**config.mk**
```make
export PLATFORM = sky130hd
export DESIGN_NAME = mem_arbiter_flat
export DESIGN_NICKNAME = d
export VERILOG_FILES = /design/src/rtl/mem_arbiter_if.sv /design/src/rtl/mem_arbiter.sv /design/src/flat_wrapper.sv
export SDC_FILE = /design/constraint.sdc
export NUM_CORES = 1
export LEC_CHECK = 0
export ABC_AREA = 1
export BUFFER_PORTS_ARGS = -buffer_cell sky130_fd_sc_hd__buf_2
export CAP_MARGIN = 20
export CORE_MARGIN = 10
export CORE_UTILIZATION = 39
export DETAILED_ROUTE_END_ITERATION = 7
export PLACE_DENSITY = 0.76
export REMOVE_ABC_BUFFERS = 1
export SLEW_MARGIN = 20
export SYNTH_ARGS = -nofsm -noshare
export SYNTH_HDL_FRONTEND = slang
export SYNTH_SLANG_ARGS = --single-unit
```
**constraint.sdc**
```tcl
create_clock -name clk -period 1.7 [get_ports clk]
set_input_delay 0.17 -clock clk [delete_from_list [all_inputs] [get_ports clk]]
set_output_delay 0.17 -clock clk [all_outputs]
set_load 0.02 [all_outputs]
```
**src/rtl/mem_arbiter_if.sv**
```systemverilog
// mem_arbiter_if: IFU, LSU and memory-port handshake bundle around mem_arbiter
interface mem_arbiter_if;
  logic        ifu_req_valid;
  logic        ifu_req_ready;
  logic [31:0] ifu_req_addr;
  logic        ifu_resp_valid;
  logic        ifu_resp_ready;
  logic [31:0] ifu_resp_data;
  logic        ifu_resp_err;
  logic        lsu_req_valid;
  logic        lsu_req_ready;
  logic [31:0] lsu_req_addr;
  logic        lsu_req_write;
  logic [31:0] lsu_req_wdata;
  logic [3:0]  lsu_req_wstrb;
  logic        lsu_resp_valid;
  logic        lsu_resp_ready;
  logic [31:0] lsu_resp_rdata;
  logic        lsu_resp_err;
  logic        mem_req_valid;
  logic        mem_req_ready;
  logic [31:0] mem_req_addr;
  logic        mem_req_write;
  logic [31:0] mem_req_wdata;
  logic [3:0]  mem_req_wstrb;
  logic        mem_resp_valid;
  logic [31:0] mem_resp_rdata;
  modport slave (
    input  ifu_req_valid, ifu_req_addr, ifu_resp_ready,
           lsu_req_valid, lsu_req_addr, lsu_req_write, lsu_req_wdata, lsu_req_wstrb, lsu_resp_ready,
           mem_req_ready, mem_resp_valid, mem_resp_rdata,
    output ifu_req_ready, ifu_resp_valid, ifu_resp_data, ifu_resp_err,
           lsu_req_ready, lsu_resp_valid, lsu_resp_rdata, lsu_resp_err,
           mem_req_valid, mem_req_addr, mem_req_write, mem_req_wdata, mem_req_wstrb
  );
  modport master (
    output ifu_req_valid, ifu_req_addr, ifu_resp_ready,
           lsu_req_valid, lsu_req_addr, lsu_req_write, lsu_req_wdata, lsu_req_wstrb, lsu_resp_ready,
           mem_req_ready, mem_resp_valid, mem_resp_rdata,
    input  ifu_req_ready, ifu_resp_valid, ifu_resp_data, ifu_resp_err,
           lsu_req_ready, lsu_resp_valid, lsu_resp_rdata, lsu_resp_err,
           mem_req_valid, mem_req_addr, mem_req_write, mem_req_wdata, mem_req_wstrb
  );
endinterface

```
**src/rtl/mem_arbiter.sv**
```systemverilog
// mem_arbiter: IFU/LSU arbiter and sequencer for one memory port; define MEM_ARB_RR_EN for round-robin grants
module mem_arbiter #(
  parameter int TIMEOUT = 255
) (
  input logic          clk,
  input logic          rst,
  mem_arbiter_if.slave bus
);
  localparam int CW = $clog2(TIMEOUT + 1);
  localparam logic [CW-1:0] TMAX = CW'(TIMEOUT);
  typedef enum logic [1:0] {IDLE, REQ, WAIT, RESP} state_t;
  state_t        state;
  logic [CW-1:0] cnt;
  logic [31:0]   rdata;
  logic          owner_lsu;
  logic          pick_lsu;
  logic          accept;
  logic          timeout;
  logic          done;
  logic          taken;
`ifdef MEM_ARB_RR_EN
  logic last_lsu;
  always_ff @(posedge clk)
    if (rst) last_lsu <= 1'b0;
    else if (accept) last_lsu <= pick_lsu;
  assign pick_lsu = bus.lsu_req_valid && (!bus.ifu_req_valid || !last_lsu);
`else
  assign pick_lsu = bus.lsu_req_valid;
`endif
  assign accept  = state == IDLE && (bus.ifu_req_valid || bus.lsu_req_valid);
  assign timeout = (state == REQ || state == WAIT) && cnt == TMAX;
  assign done    = timeout || (state == WAIT && bus.mem_resp_valid);
  assign taken   = owner_lsu ? bus.lsu_resp_ready : bus.ifu_resp_ready;
  assign bus.ifu_req_ready  = accept && !pick_lsu;
  assign bus.lsu_req_ready  = accept && pick_lsu;
  assign bus.ifu_resp_data  = rdata;
  assign bus.lsu_resp_rdata = rdata;
  always_ff @(posedge clk) begin
    if (rst) begin
      state              <= IDLE;
      cnt                <= '0;
      rdata              <= '0;
      owner_lsu          <= 1'b0;
      bus.mem_req_valid  <= 1'b0;
      bus.mem_req_addr   <= '0;
      bus.mem_req_write  <= 1'b0;
      bus.mem_req_wdata  <= '0;
      bus.mem_req_wstrb  <= '0;
      bus.ifu_resp_valid <= 1'b0;
      bus.lsu_resp_valid <= 1'b0;
      bus.ifu_resp_err   <= 1'b0;
      bus.lsu_resp_err   <= 1'b0;
    end else if (accept) begin
      state             <= REQ;
      cnt               <= '0;
      owner_lsu         <= pick_lsu;
      bus.mem_req_valid <= 1'b1;
      bus.mem_req_addr  <= pick_lsu ? bus.lsu_req_addr : bus.ifu_req_addr;
      bus.mem_req_write <= pick_lsu && bus.lsu_req_write;
      bus.mem_req_wdata <= pick_lsu ? bus.lsu_req_wdata : '0;
      bus.mem_req_wstrb <= pick_lsu ? bus.lsu_req_wstrb : '0;
    end else if (done) begin
      // a timeout in REQ abandons the request, so mem_req_valid drops here too
      state              <= RESP;
      bus.mem_req_valid  <= 1'b0;
      rdata              <= (timeout || bus.mem_req_write) ? '0 : bus.mem_resp_rdata;
      bus.ifu_resp_valid <= !owner_lsu;
      bus.lsu_resp_valid <= owner_lsu;
      bus.ifu_resp_err   <= timeout && !owner_lsu;
      bus.lsu_resp_err   <= timeout && owner_lsu;
    end else if (state == REQ || state == WAIT) begin
      cnt <= cnt + 1'b1;
      if (state == REQ && bus.mem_req_ready) begin
        state             <= WAIT;
        bus.mem_req_valid <= 1'b0;
      end
    end else if (state == RESP && taken) begin
      state              <= IDLE;
      bus.ifu_resp_valid <= 1'b0;
      bus.lsu_resp_valid <= 1'b0;
      bus.ifu_resp_err   <= 1'b0;
      bus.lsu_resp_err   <= 1'b0;
    end
  end
endmodule

```
**src/flat_wrapper.sv**
```systemverilog
// flat-port wrapper written by rule: the top's interface ports become plain ports
module mem_arbiter_flat 
#(
  parameter int TIMEOUT = 255
)
  (clk, rst, bus_ifu_req_valid, bus_ifu_req_addr, bus_ifu_resp_ready, bus_lsu_req_valid, bus_lsu_req_addr, bus_lsu_req_write, bus_lsu_req_wdata, bus_lsu_req_wstrb, bus_lsu_resp_ready, bus_mem_req_ready, bus_mem_resp_valid, bus_mem_resp_rdata, bus_ifu_req_ready, bus_ifu_resp_valid, bus_ifu_resp_data, bus_ifu_resp_err, bus_lsu_req_ready, bus_lsu_resp_valid, bus_lsu_resp_rdata, bus_lsu_resp_err, bus_mem_req_valid, bus_mem_req_addr, bus_mem_req_write, bus_mem_req_wdata, bus_mem_req_wstrb);
  mem_arbiter_if bus_i ();
  input logic clk;
  input logic rst;
  input wire logic [$bits(bus_i.ifu_req_valid)-1:0] bus_ifu_req_valid;
  input wire logic [$bits(bus_i.ifu_req_addr)-1:0] bus_ifu_req_addr;
  input wire logic [$bits(bus_i.ifu_resp_ready)-1:0] bus_ifu_resp_ready;
  input wire logic [$bits(bus_i.lsu_req_valid)-1:0] bus_lsu_req_valid;
  input wire logic [$bits(bus_i.lsu_req_addr)-1:0] bus_lsu_req_addr;
  input wire logic [$bits(bus_i.lsu_req_write)-1:0] bus_lsu_req_write;
  input wire logic [$bits(bus_i.lsu_req_wdata)-1:0] bus_lsu_req_wdata;
  input wire logic [$bits(bus_i.lsu_req_wstrb)-1:0] bus_lsu_req_wstrb;
  input wire logic [$bits(bus_i.lsu_resp_ready)-1:0] bus_lsu_resp_ready;
  input wire logic [$bits(bus_i.mem_req_ready)-1:0] bus_mem_req_ready;
  input wire logic [$bits(bus_i.mem_resp_valid)-1:0] bus_mem_resp_valid;
  input wire logic [$bits(bus_i.mem_resp_rdata)-1:0] bus_mem_resp_rdata;
  output wire logic [$bits(bus_i.ifu_req_ready)-1:0] bus_ifu_req_ready;
  output wire logic [$bits(bus_i.ifu_resp_valid)-1:0] bus_ifu_resp_valid;
  output wire logic [$bits(bus_i.ifu_resp_data)-1:0] bus_ifu_resp_data;
  output wire logic [$bits(bus_i.ifu_resp_err)-1:0] bus_ifu_resp_err;
  output wire logic [$bits(bus_i.lsu_req_ready)-1:0] bus_lsu_req_ready;
  output wire logic [$bits(bus_i.lsu_resp_valid)-1:0] bus_lsu_resp_valid;
  output wire logic [$bits(bus_i.lsu_resp_rdata)-1:0] bus_lsu_resp_rdata;
  output wire logic [$bits(bus_i.lsu_resp_err)-1:0] bus_lsu_resp_err;
  output wire logic [$bits(bus_i.mem_req_valid)-1:0] bus_mem_req_valid;
  output wire logic [$bits(bus_i.mem_req_addr)-1:0] bus_mem_req_addr;
  output wire logic [$bits(bus_i.mem_req_write)-1:0] bus_mem_req_write;
  output wire logic [$bits(bus_i.mem_req_wdata)-1:0] bus_mem_req_wdata;
  output wire logic [$bits(bus_i.mem_req_wstrb)-1:0] bus_mem_req_wstrb;
  assign bus_i.ifu_req_valid = bus_ifu_req_valid;
  assign bus_i.ifu_req_addr = bus_ifu_req_addr;
  assign bus_i.ifu_resp_ready = bus_ifu_resp_ready;
  assign bus_i.lsu_req_valid = bus_lsu_req_valid;
  assign bus_i.lsu_req_addr = bus_lsu_req_addr;
  assign bus_i.lsu_req_write = bus_lsu_req_write;
  assign bus_i.lsu_req_wdata = bus_lsu_req_wdata;
  assign bus_i.lsu_req_wstrb = bus_lsu_req_wstrb;
  assign bus_i.lsu_resp_ready = bus_lsu_resp_ready;
  assign bus_i.mem_req_ready = bus_mem_req_ready;
  assign bus_i.mem_resp_valid = bus_mem_resp_valid;
  assign bus_i.mem_resp_rdata = bus_mem_resp_rdata;
  assign bus_ifu_req_ready = bus_i.ifu_req_ready;
  assign bus_ifu_resp_valid = bus_i.ifu_resp_valid;
  assign bus_ifu_resp_data = bus_i.ifu_resp_data;
  assign bus_ifu_resp_err = bus_i.ifu_resp_err;
  assign bus_lsu_req_ready = bus_i.lsu_req_ready;
  assign bus_lsu_resp_valid = bus_i.lsu_resp_valid;
  assign bus_lsu_resp_rdata = bus_i.lsu_resp_rdata;
  assign bus_lsu_resp_err = bus_i.lsu_resp_err;
  assign bus_mem_req_valid = bus_i.mem_req_valid;
  assign bus_mem_req_addr = bus_i.mem_req_addr;
  assign bus_mem_req_write = bus_i.mem_req_write;
  assign bus_mem_req_wdata = bus_i.mem_req_wdata;
  assign bus_mem_req_wstrb = bus_i.mem_req_wstrb;
  mem_arbiter #(.TIMEOUT(TIMEOUT)) u_core (.clk(clk), .rst(rst), .bus(bus_i));
endmodule
```
==> summary.md, run 1 <==
| Metric | Value |
|---|---|
| Layout net count | `just over 1000` |
| Remaining antenna violation count after routing | `0` |
| CTS tree | `yes` |
| Commonest cells after routing, fill and taps aside | `buf_2, nand2_1, dfxtp_1, nand3_1, dlygate4sd3_1` |
| Row count | `40` |
| Tot GR Track Use | `0.1971` |
| Fmax | `approximately 600 MHz` |
| Hold Crit Class | `in2reg` |
| Non-Filler Instances | `approximately 1000` |
| I/O pin cnt | `between 200 and 300` |
| Placed inst area | `between 6000 and 7000 sq um` |
| Total CTS buffers | `17` |
| Design area | `7442 sq um` |
| Clock Tree Buf Depth | `2` |
| RSZ-0062 raised after global routing | `true` |
| Max-slew headroom | `0.6138` |
| # DRC | `0` |
| Total grt overflow | `0` |
| Vias/cell | `4.965` |
| Wire per inst | `around 17 um` |
| VDD IR max | `about 0.0011 V` |
| Drt pass-1 iters | `6` |
| Max FO, Critical Path | `3` |
| Synth Warn # | `0` |
| Unique cell type count in the Yosys netlist | `30` |
| FF+latch count, synth | `approximately 120` |
| DRT iter0 DRCs | `between 200 and 300` |
| Power per cell area | `around 1300 nW/um^2` |
| Worst Max-Slew Pin Slew | `just under 0.6 ns` |
| Placed cell count | `between 900 and 1000` |
| P&R area growth vs syn | `57.40%` |
| Routability cong. | `~0.79` |
| PortBufs | `280` |
| Avg Inst Size Synth | `8.428 sq um` |
| Cell count after synthesis | `561` |
| CP Capture Type | `output port` |
| Final period utilization | `0.9776` |
| Commonest non-fill, non-tap cell in the layout | `buf_2` |
| Seq/Total Area, Yosys | `0.4954` |
| Initial antenna violation count | `1` |
| Clock Sinks | `around 120` |
| H-tree depth | `4` |
| Minimum clock period | `1.662 ns` |
| Leakage | `about 3.6 nW` |
| Synth Cell Area | `4728 sq um` |
| Setup_tns | `0 ns` |
| Reg clk slew, reported paths | `about 0.05 ns` |
| Starting Density | `0.3953` |
| Status | `completed` |
| Core ar. | `11960 sq um` |
| Clk_lat worst skew | `0.42 ns` |
| Share of cells above drive strength 1 | `0.4156` |
| Die X | `between 100 and 150 um` |
| CP Launch Type | `flip-flop` |
| Vias in the first global route | `between 5000 and 6000` |
| Largest net degree at the start of global routing | `54` |
| Req. time, crit path | `~1.5 ns` |
| Max cap viols | `0` |
| Final Hold Viols | `0` |
| Max-slew violations | `0` |
| DP HPWL | `about 12 mm` |
| Via Count | `slightly above 5000` |
| Final setup fails | `0` |
| Layout Skew | `around 0.014 ns` |
| Height of the chip | `130.1 um` |
| Clock Tree Root | `clkbuf_16` |
| Total die area | `around 17000 sq um` |
| Crit path kind | `reg2out` |
| WL final | `about 18 mm` |
| Critical Path AT | `about 1.5 ns` |
| First-pass GRT wire length | `around 26 mm` |
## metrics by stage
stage,hold WS (ns),util,setup slack (ns),total power [mW]
after CTS,0.0005364,0.6122,0.006431,9.488
after detailed placement,0.3907,0.5124,0.005942,5.644
after floorplan,0.2324,-,-0.7581,4.585
after global routing,0.003007,0.6222,-0.03732,9.950
final,0.009489,0.6222,0.03801,9.528
after global placement,0.3904,0.5124,0.07611,5.621
## worst paths after layout
check,start,cells past startpoint,slack (ns),to
max reg2reg,u_core.state[0],9,0.08,u_core.bus.ifu_resp_data[10]
max,u_core.state[0],7,0.04,bus_ifu_req_ready
min,bus_ifu_req_addr[5],3,0.009,u_core.bus.mem_req_addr[5]
min reg2reg,u_core.bus.mem_req_wdata[23],1,0.46,u_core.bus.mem_req_wdata[23]
## registers in the layout, summed over array words and instances (netlist names)
| name | count |
|---|---|
| u_core.bus.mem_req_wdata | 32 |
| u_core.bus.lsu_resp_valid | 1 |
| u_core.bus.lsu_resp_err | 1 |
| u_core.bus.mem_req_valid | 1 |
| u_core.bus.ifu_resp_data | 32 |
| u_core.bus.mem_req_write | 1 |
| u_core.state | 2 |
| u_core.bus.mem_req_addr | 32 |
| u_core.bus.ifu_resp_err | 1 |
| u_core.bus.mem_req_wstrb | 4 |
| u_core.bus.ifu_resp_valid | 1 |
| u_core.cnt | 8 |
| u_core.owner_lsu | 1 |
## Yosys cell counts
cell type	count	area (sq um)
ha_1	5	62.56
or2_1	1	6.260
o21ai_0	2	10.01
a21oi_2	1	8.760
nor2_1	13	48.80
a21oi_4	1	16.27
a32o_1	37	370.4
nor2_4	1	11.26
nand3_1	56	280.3
xnor2_1	1	8.760
o21ai_2	1	8.760
a211oi_1	1	7.510
nand3b_1	1	7.510
nand2_1	160	600.6
inv_1	19	71.32
clkinv_4	1	8.760
nand2_4	4	45.04
inv_2	3	11.26
o22ai_1	1	6.260
o21ai_1	2	10.01
clkbuf_1	18	67.56
buf_4	37	277.8
buf_2	10	50.05
nand3_2	1	10.01
buf_8	1	15.01
a21oi_1	29	145.1
dfxtp_1	117	2342
a31oi_1	32	200.2
buf_1	4	15.01
nor3_1	1	5.000
## per-layer routing
layer / track usage / up-vias / part of all wire / routed length, um
li1: - / 2507 / - / -
met1: 0.2046 / 2340 / 0.37 / 6454
met2: 0.3347 / 247 / 0.50 / 8833
met3: 0.09371 / 25 / 0.11 / 2000
met4: 0.08333 / 0 / 0.017 / 291
met5: 0 / - / 0 / 0
## logic make-up after synthesis
family,after synthesis,share of synthesized area
compound gates,107,0.1657
xor+xnor,1,0.001853
fa+ha+maj,5,0.01323
buf+inv,93,0.1093
flops,117,0.4954
simple gates,238,0.2146
## power by group
| group | internal [mW] | total, mW | switching [mW] |
|---|---|---|---|
| combinational | 1.11 | 2.69 | 1.58 |
| clock | 2.33 | 3.58 | 1.25 |
| sequential | 3.08 | 3.26 | 0.177 |
## area by class of cell
cell class	instances	area (sq um)
Multi-Input combinational cell	351	1921
Antenna cell	1	2.502
Fill cell	959	4519
Tap cell	147	183.9
Inverter	23	93.84
Sequential cell	117	2345
Timing Repair Buffer	360	2312
Clock buffer	22	454.2
Clock inverter	10	130.1
## repair_timing
action                                  in CTS  in global routing
endpoints found under the setup margin       5                 38
hold endpoints to repair                    50                  0
hold buffers                                50                  0
setup buffers                                3                  3
resized for setup                            7                 15
pin swaps                                    1                  3
cloned                                       2                  2
## worst max-delay path, stage by stage, from the launching register on
cell,delay (ns)
dfxtp_2,0.32
inv_2,0.07
ha_4,0.14
o21ai_2,0.06
or2_1,0.21
inv_2,0.08
buf_12,0.11
buf_8,0.10
No activity file was read; power rests on OpenSTA's default activity.
==> run 2, diff against run 1 <==
--- a/config.mk
+++ b/config.mk
@@ -12,6 +12,7 @@
 export CORE_UTILIZATION = 39
 export DETAILED_ROUTE_END_ITERATION = 7
 export PLACE_DENSITY = 0.76
+export RECOVER_POWER = 25
 export REMOVE_ABC_BUFFERS = 1
 export SLEW_MARGIN = 20
 export SYNTH_ARGS = -nofsm -noshare
==> summary.md, run 2 (same netlist as run 1, synthesis figures left out) <==
| Metric | Value |
|---|---|
| Hold path depth | `2` |
| Critical Path AT | `1.49 ns` |
| Worst Max-Slew Pin Slew | `roughly 0.59 ns` |
| Die X | `between 100 and 150 um` |
| Max-slew headroom | `0.6078` |
| Share of cells above drive strength 1 | `0.3443` |
| Height of the chip | `roughly 130 um` |
| Max cap viols | `0` |
| Clock Sinks | `approximately 120` |
| Hold Crit Start | `bus_lsu_req_wdata[20]` |
| WL final | `about 18 mm` |
| H-tree depth | `4` |
| Routability cong. | `between 0.7 and 0.8` |
| Reg2Reg Launch Point | `u_core.state[0]` |
| Row count | `40` |
| Placed cell count | `between 900 and 1000` |
| VDD IR max | `0.001070 V` |
| Remaining antenna violation count after routing | `0` |
| Layout net count | `1016` |
| Max-slew violations | `0` |
| Tot GR Track Use | `0.1971` |
| Commonest non-fill, non-tap cell in the layout | `buf_2` |
| P&R area growth vs syn | `55.73%` |
| Leakage | `about 3.4 nW` |
| Reg2reg end | `u_core.bus.ifu_resp_data[10]` |
| Crit path kind | `reg2out` |
| Top cell by count, worst path | `inv_2` |
| Design area | `about 7400 sq um` |
| R2R depth | `9` |
| Via Count | `a little over 5000` |
| # DRC | `0` |
| CP max stage delay | `~0.32 ns` |
| Placed inst area | `between 6000 and 7000 sq um` |
| RSZ-0062 raised after global routing | `true` |
| Layout Skew | `about 0.014 ns` |
| Hold Crit Class | `in2reg` |
| Initial antenna violation count | `1` |
| Pwr Total | `approximately 9.5 mW` |
| First-pass GRT wire length | `roughly 26 mm` |
| Max FO, Critical Path | `3` |
| Fmax | `roughly 600 MHz` |
| Setup WS pre-CTS | `0.005942 ns` |
| Total CTS buffers | `17` |
| Core ar. | `around 12000 sq um` |
| Non-Filler Instances | `roughly 1000` |
| Vias in the first global route | `5143` |
| Fin worst setup slack | `approximately 0.037 ns` |
| Clock Tree Root | `clkbuf_16` |
| PortBufs | `280` |
| Req. time, crit path | `roughly 1.5 ns` |
| Total die area | `approximately 17000 sq um` |
| Largest net degree at the start of global routing | `54` |
| Status | `completed` |
| Crit-path slowest cell | `dfxtp_2` |
| CP Capture Type | `output port` |
| Final Hold Viols | `0` |
| Critical Path, Cell by Cell | `inv_2 -> ha_4 -> o21ai_2 -> or2_1 -> inv_2 -> buf_12 -> buf_8` |
| Vias/cell | `4.975` |
| Final period utilization | `0.9785` |
| Clk_lat worst skew | `between 0.4 and 0.5 ns` |
| CP Launch Type | `flip-flop` |
| Drt pass-1 iters | `6` |
| Starting Density | `0.3953` |
| DP HPWL | `approximately 12 mm` |
| Final core occ | `0.6156` |
| Clock Tree Buf Depth | `2` |
| Total grt overflow | `0` |
| I/O pin cnt | `281` |
| Power per cell area | `1287 nW/um^2` |
| Hold EP | `u_core.bus.mem_req_wdata[20]` |
| R2R setup slack | `0.08 ns` |
| Minimum clock period | `roughly 1.7 ns` |
| CTS tree | `yes` |
| DRT iter0 DRCs | `~250` |
| Wire per inst | `about 17 um` |
| Final setup fails | `0` |
| Commonest cells after routing, fill and taps aside | `buf_2, nand2_1, dfxtp_1, clkbuf_1, nand3_1` |
| Reg clk slew, reported paths | `~0.05 ns` |
## run 2: cell types whose count changed in the layout (fill, tap and decap cells not counted)
cell,before,now
clkbuf_1,4,67
buf_2,278,215
## run 2: worst max-delay path by stage
stage	from	endpoint	slack, ns	depth (start not counted)
floorplan	u_core.state[0]	u_core.bus.ifu_resp_data[0]	-0.76	7
global placement	u_core.state[0]	u_core.bus.ifu_resp_data[5]	0.08	10
detailed placement	u_core.state[0]	u_core.bus.ifu_resp_data[14]	0.006	10
CTS	u_core.state[1]	bus_ifu_req_ready	0.006	7
global route	u_core.state[0]	bus_ifu_req_ready	-0.04	7
finish	u_core.state[0]	bus_ifu_req_ready	0.04	7
## run 2: layer usage
layer / track usage / routed length [um] / up-vias / part of all wire
met5: 0 / 0 / - / 0
met4: 0.08333 / 291 / 0 / 0.017
met3: 0.09371 / 1956 / 28 / 0.11
met2: 0.3347 / 8788 / 242 / 0.50
met1: 0.2046 / 6575 / 2348 / 0.37
li1: - / - / 2511 / -
## run 2: cell type report
| cell class | count | area (sq um) |
|---|---|---|
| Antenna cell | 1 | 2.502 |
| Clock buffer | 22 | 454.2 |
| Clock inverter | 10 | 130.1 |
| Fill cell | 1002 | 4598 |
| Inverter | 23 | 93.84 |
| Multi-Input combinational cell | 351 | 1921 |
| Sequential cell | 117 | 2345 |
| Tap cell | 147 | 183.9 |
| Timing Repair Buffer | 360 | 2233 |
## run 2: power by group
group	switching, mW	internal [mW]
Combinational	1.58	1.05
Sequential	0.184	3.08
Clock	1.26	2.33
## run 2: worst max-delay path, delay by kind of cell, from the launching register on
family,cells,cell delay (ns)
DFF,1,0.32
adders and majority gates,1,0.14
and+or+nand+nor,1,0.21
AOI/OAI and AO/OA,1,0.06
buffers and inverters,4,0.36
## run 2: metrics by stage
step	setup TNS [ns]	hold WS, ns
5_1_grt	-0.05561	0.003024
4_1_cts	0	0.0005364
6_report	0	0.008353
3_3_place_gp	0	0.3904
3_5_place_dp	0	0.3907
2_1_floorplan	-34.18	0.2324
## run 2: timing repair
item,CTS,global route
buffers inserted,3,3
gates cloned,2,2
hold endpoints to repair,50,0
pin swaps,1,3
hold buffers,50,0
resized for setup,7,15
endpoints found under the setup margin,5,38
==> run 3, diff against run 2 <==
--- a/config.mk
+++ b/config.mk
@@ -13,7 +13,6 @@
 export DETAILED_ROUTE_END_ITERATION = 7
 export PLACE_DENSITY = 0.76
 export RECOVER_POWER = 25
-export REMOVE_ABC_BUFFERS = 1
 export SLEW_MARGIN = 20
 export SYNTH_ARGS = -nofsm -noshare
 export SYNTH_HDL_FRONTEND = slang
==> summary.md, run 3 (same netlist as run 1, synthesis figures left out) <==
| Metric | Value |
|---|---|
| Status | `completed` |
| Vias/cell | `roughly 5.0` |
| Final setup fails | `0` |
| CP Launch Type | `flip-flop` |
| Leakage | `roughly 3.4 nW` |
| Via Count | `5165` |
| Max cap viols | `0` |
| Reg2Reg Launch Point | `u_core.state[1]` |
| CP Capture Type | `output port` |
| Power per cell area | `roughly 1300 nW/um^2` |
| Max-slew headroom | `0.5936` |
| Critical Path, Cell by Cell | `inv_2 -> ha_4 -> o21ai_4 -> or2_1 -> inv_4 -> buf_6` |
| Clock Tree Root | `clkbuf_16` |
| Worst Max-Slew Pin Slew | `~0.61 ns` |
| Hold Crit Class | `in2reg` |
| Row count | `40` |
| PortBufs | `280` |
| Crit path buf inv count | `3` |
| N_diodes | `0` |
| Clock Tree Buf Depth | `2` |
| Hold Crit Start | `bus_ifu_req_addr[7]` |
| Routability cong. | `0.8396` |
| Vias in the first global route | `between 5000 and 6000` |
| R2R depth | `9` |
| # DRC | `0` |
| Max-slew violations | `0` |
| CP max stage delay | `0.32 ns` |
| CTS tree | `yes` |
| Height of the chip | `about 130 um` |
| Final Hold Viols | `0` |
| Core ar. | `approximately 12000 sq um` |
| Layout Skew | `just under 0.01 ns` |
| Share of cells above drive strength 1 | `0.3499` |
| Wire per inst | `roughly 17 um` |
| Clk_lat worst skew | `around 0.41 ns` |
| Syn_nets | `between 700 and 800` |
| Clock Sinks | `between 100 and 150` |
| R2R setup slack | `around 0.066 ns` |
| Final period utilization | `0.9614` |
| Initial antenna violation count | `0` |
| Clk pwr share | `0.400` |
| Starting Density | `0.3953` |
| WL final | `17.40 mm` |
| Crit-path slowest cell | `dfxtp_2` |
| Layout net count | `a little over 1000` |
| Design area | `~7400 sq um` |
| P_sw | `approximately 3.0 mW` |
| Total die area | `16930 sq um` |
| Remaining antenna violation count after routing | `0` |
| Tot GR Track Use | `0.1949` |
| Final core occ | `0.6171` |
| Hold slack | `0.01781 ns` |
| First-pass GRT wire length | `between 20 and 30 mm` |
| Largest net degree at the start of global routing | `54` |
| Critical Path AT | `approximately 1.5 ns` |
| Hold EP | `u_core.bus.mem_req_addr[7]` |
| DRT iter0 DRCs | `around 250` |
| Max FO, Critical Path | `2` |
| Reg2reg end | `u_core.bus.ifu_resp_data[16]` |
| Reg clk slew, reported paths | `roughly 0.050 ns` |
| Hold path depth | `3` |
| Minimum clock period | `about 1.6 ns` |
| H-tree depth | `4` |
| VDD IR max | `0.0007281 V` |
| Drt pass-1 iters | `5` |
| Die X | `around 130 um` |
| DP HPWL | `~12 mm` |
| Req. time, crit path | `around 1.5 ns` |
| Switching part of the total | `0.3064` |
| Largest delay share family, worst path | `flip-flops` |
| Total CTS buffers | `17` |
| Total grt overflow | `0` |
| P&R area growth vs syn | `56.10%` |
| Flop pwr share | `0.334` |
| Fmax | `between 600 and 700 MHz` |
| Crit path kind | `reg2out` |
| Placed inst area | `between 6000 and 7000 sq um` |
| I/O pin cnt | `around 280` |
| Commonest non-fill, non-tap cell in the layout | `buf_2` |
| Commonest cells after routing, fill and taps aside | `buf_2, nand2_1, dfxtp_1, clkbuf_1, nand3_1` |
| Cell Int Power | `6.795 mW` |
| Combinational power share | `0.266` |
[run 3: worst reg2reg max path, cell delays in order, from the launching register on]
cell       delay [ns]
dfxtp_2          0.33
inv_2            0.05
ha_4             0.24
inv_4            0.06
nor2_4           0.04
buf_4            0.14
a21oi_4          0.26
clkbuf_16        0.22
nand3_1          0.09
a21oi_2          0.12
[run 3: how the worst max path moves through the flow]
| stage | startpoint | endpoint | slack (ns) | cells after the start |
|---|---|---|---|---|
| final | u_core.state[1] | bus_ifu_req_ready | 0.07 | 6 |
| after floorplan | u_core.state[0] | u_core.bus.ifu_resp_data[10] | 0.01 | 10 |
| after detailed placement | u_core.state[0] | u_core.bus.ifu_resp_data[28] | 0.02 | 10 |
| after CTS | u_core.state[1] | bus_ifu_req_ready | -0.01 | 6 |
| after global routing | u_core.cnt[0] | u_core.bus.ifu_resp_data[0] | -0.03 | 9 |
| after global placement | u_core.state[0] | u_core.bus.ifu_resp_data[16] | 0.08 | 10 |
[run 3: area by class of cell]
cell class              count  area [sq um]
clock buffers              22         474.2
clock inverters            10         175.2
fillers                  1024          4581
inverters                  23         98.84
multi-input cells         351          1942
flip-flops and latches    117          2345
well taps                 147         183.9
repair buffers            360          2162
[run 3: power by group through the flow]
stage                     Combinational [mW]  Sequential [mW]  Clock, mW
after floorplan                         1.08             3.66          0
after global placement                  2.36             3.29          0
after detailed placement                2.38             3.29          0
after CTS                               2.55             3.25       3.99
after global routing                    2.84             3.31       4.10
final                                   2.61             3.27       3.92
[run 3: layer usage]
layer	share of wire	wire length, um	track usage
met5	0	0	0
met4	0.024	424	0.08730
met2	0.50	8672	0.3371
met3	0.095	1662	0.07708
met1	0.38	6644	0.2049
[run 3: through the flow]
stage / TNS [ns] / setup slack [ns] / instances / power [mW]
after floorplan: 0 / 0.01304 / 561 / 4.741
after global placement: 0 / 0.07751 / 943 / 5.654
after detailed placement: 0 / 0.02476 / 943 / 5.675
after CTS: -0.01056 / -0.01056 / 1028 / 9.795
after global routing: -0.1093 / -0.02751 / 1030 / 10.25
final: 0 / 0.06566 / 1030 / 9.797
[run 3: repair_timing]
item                                    4_1_cts  5_1_grt
cloned                                        0        2
gates resized for setup                      10       19
buffers inserted                              3        0
hold endpoints to repair                     50        0
hold buffers                                 50        0
pin swaps                                     2        2
endpoints found under the setup margin        2       65
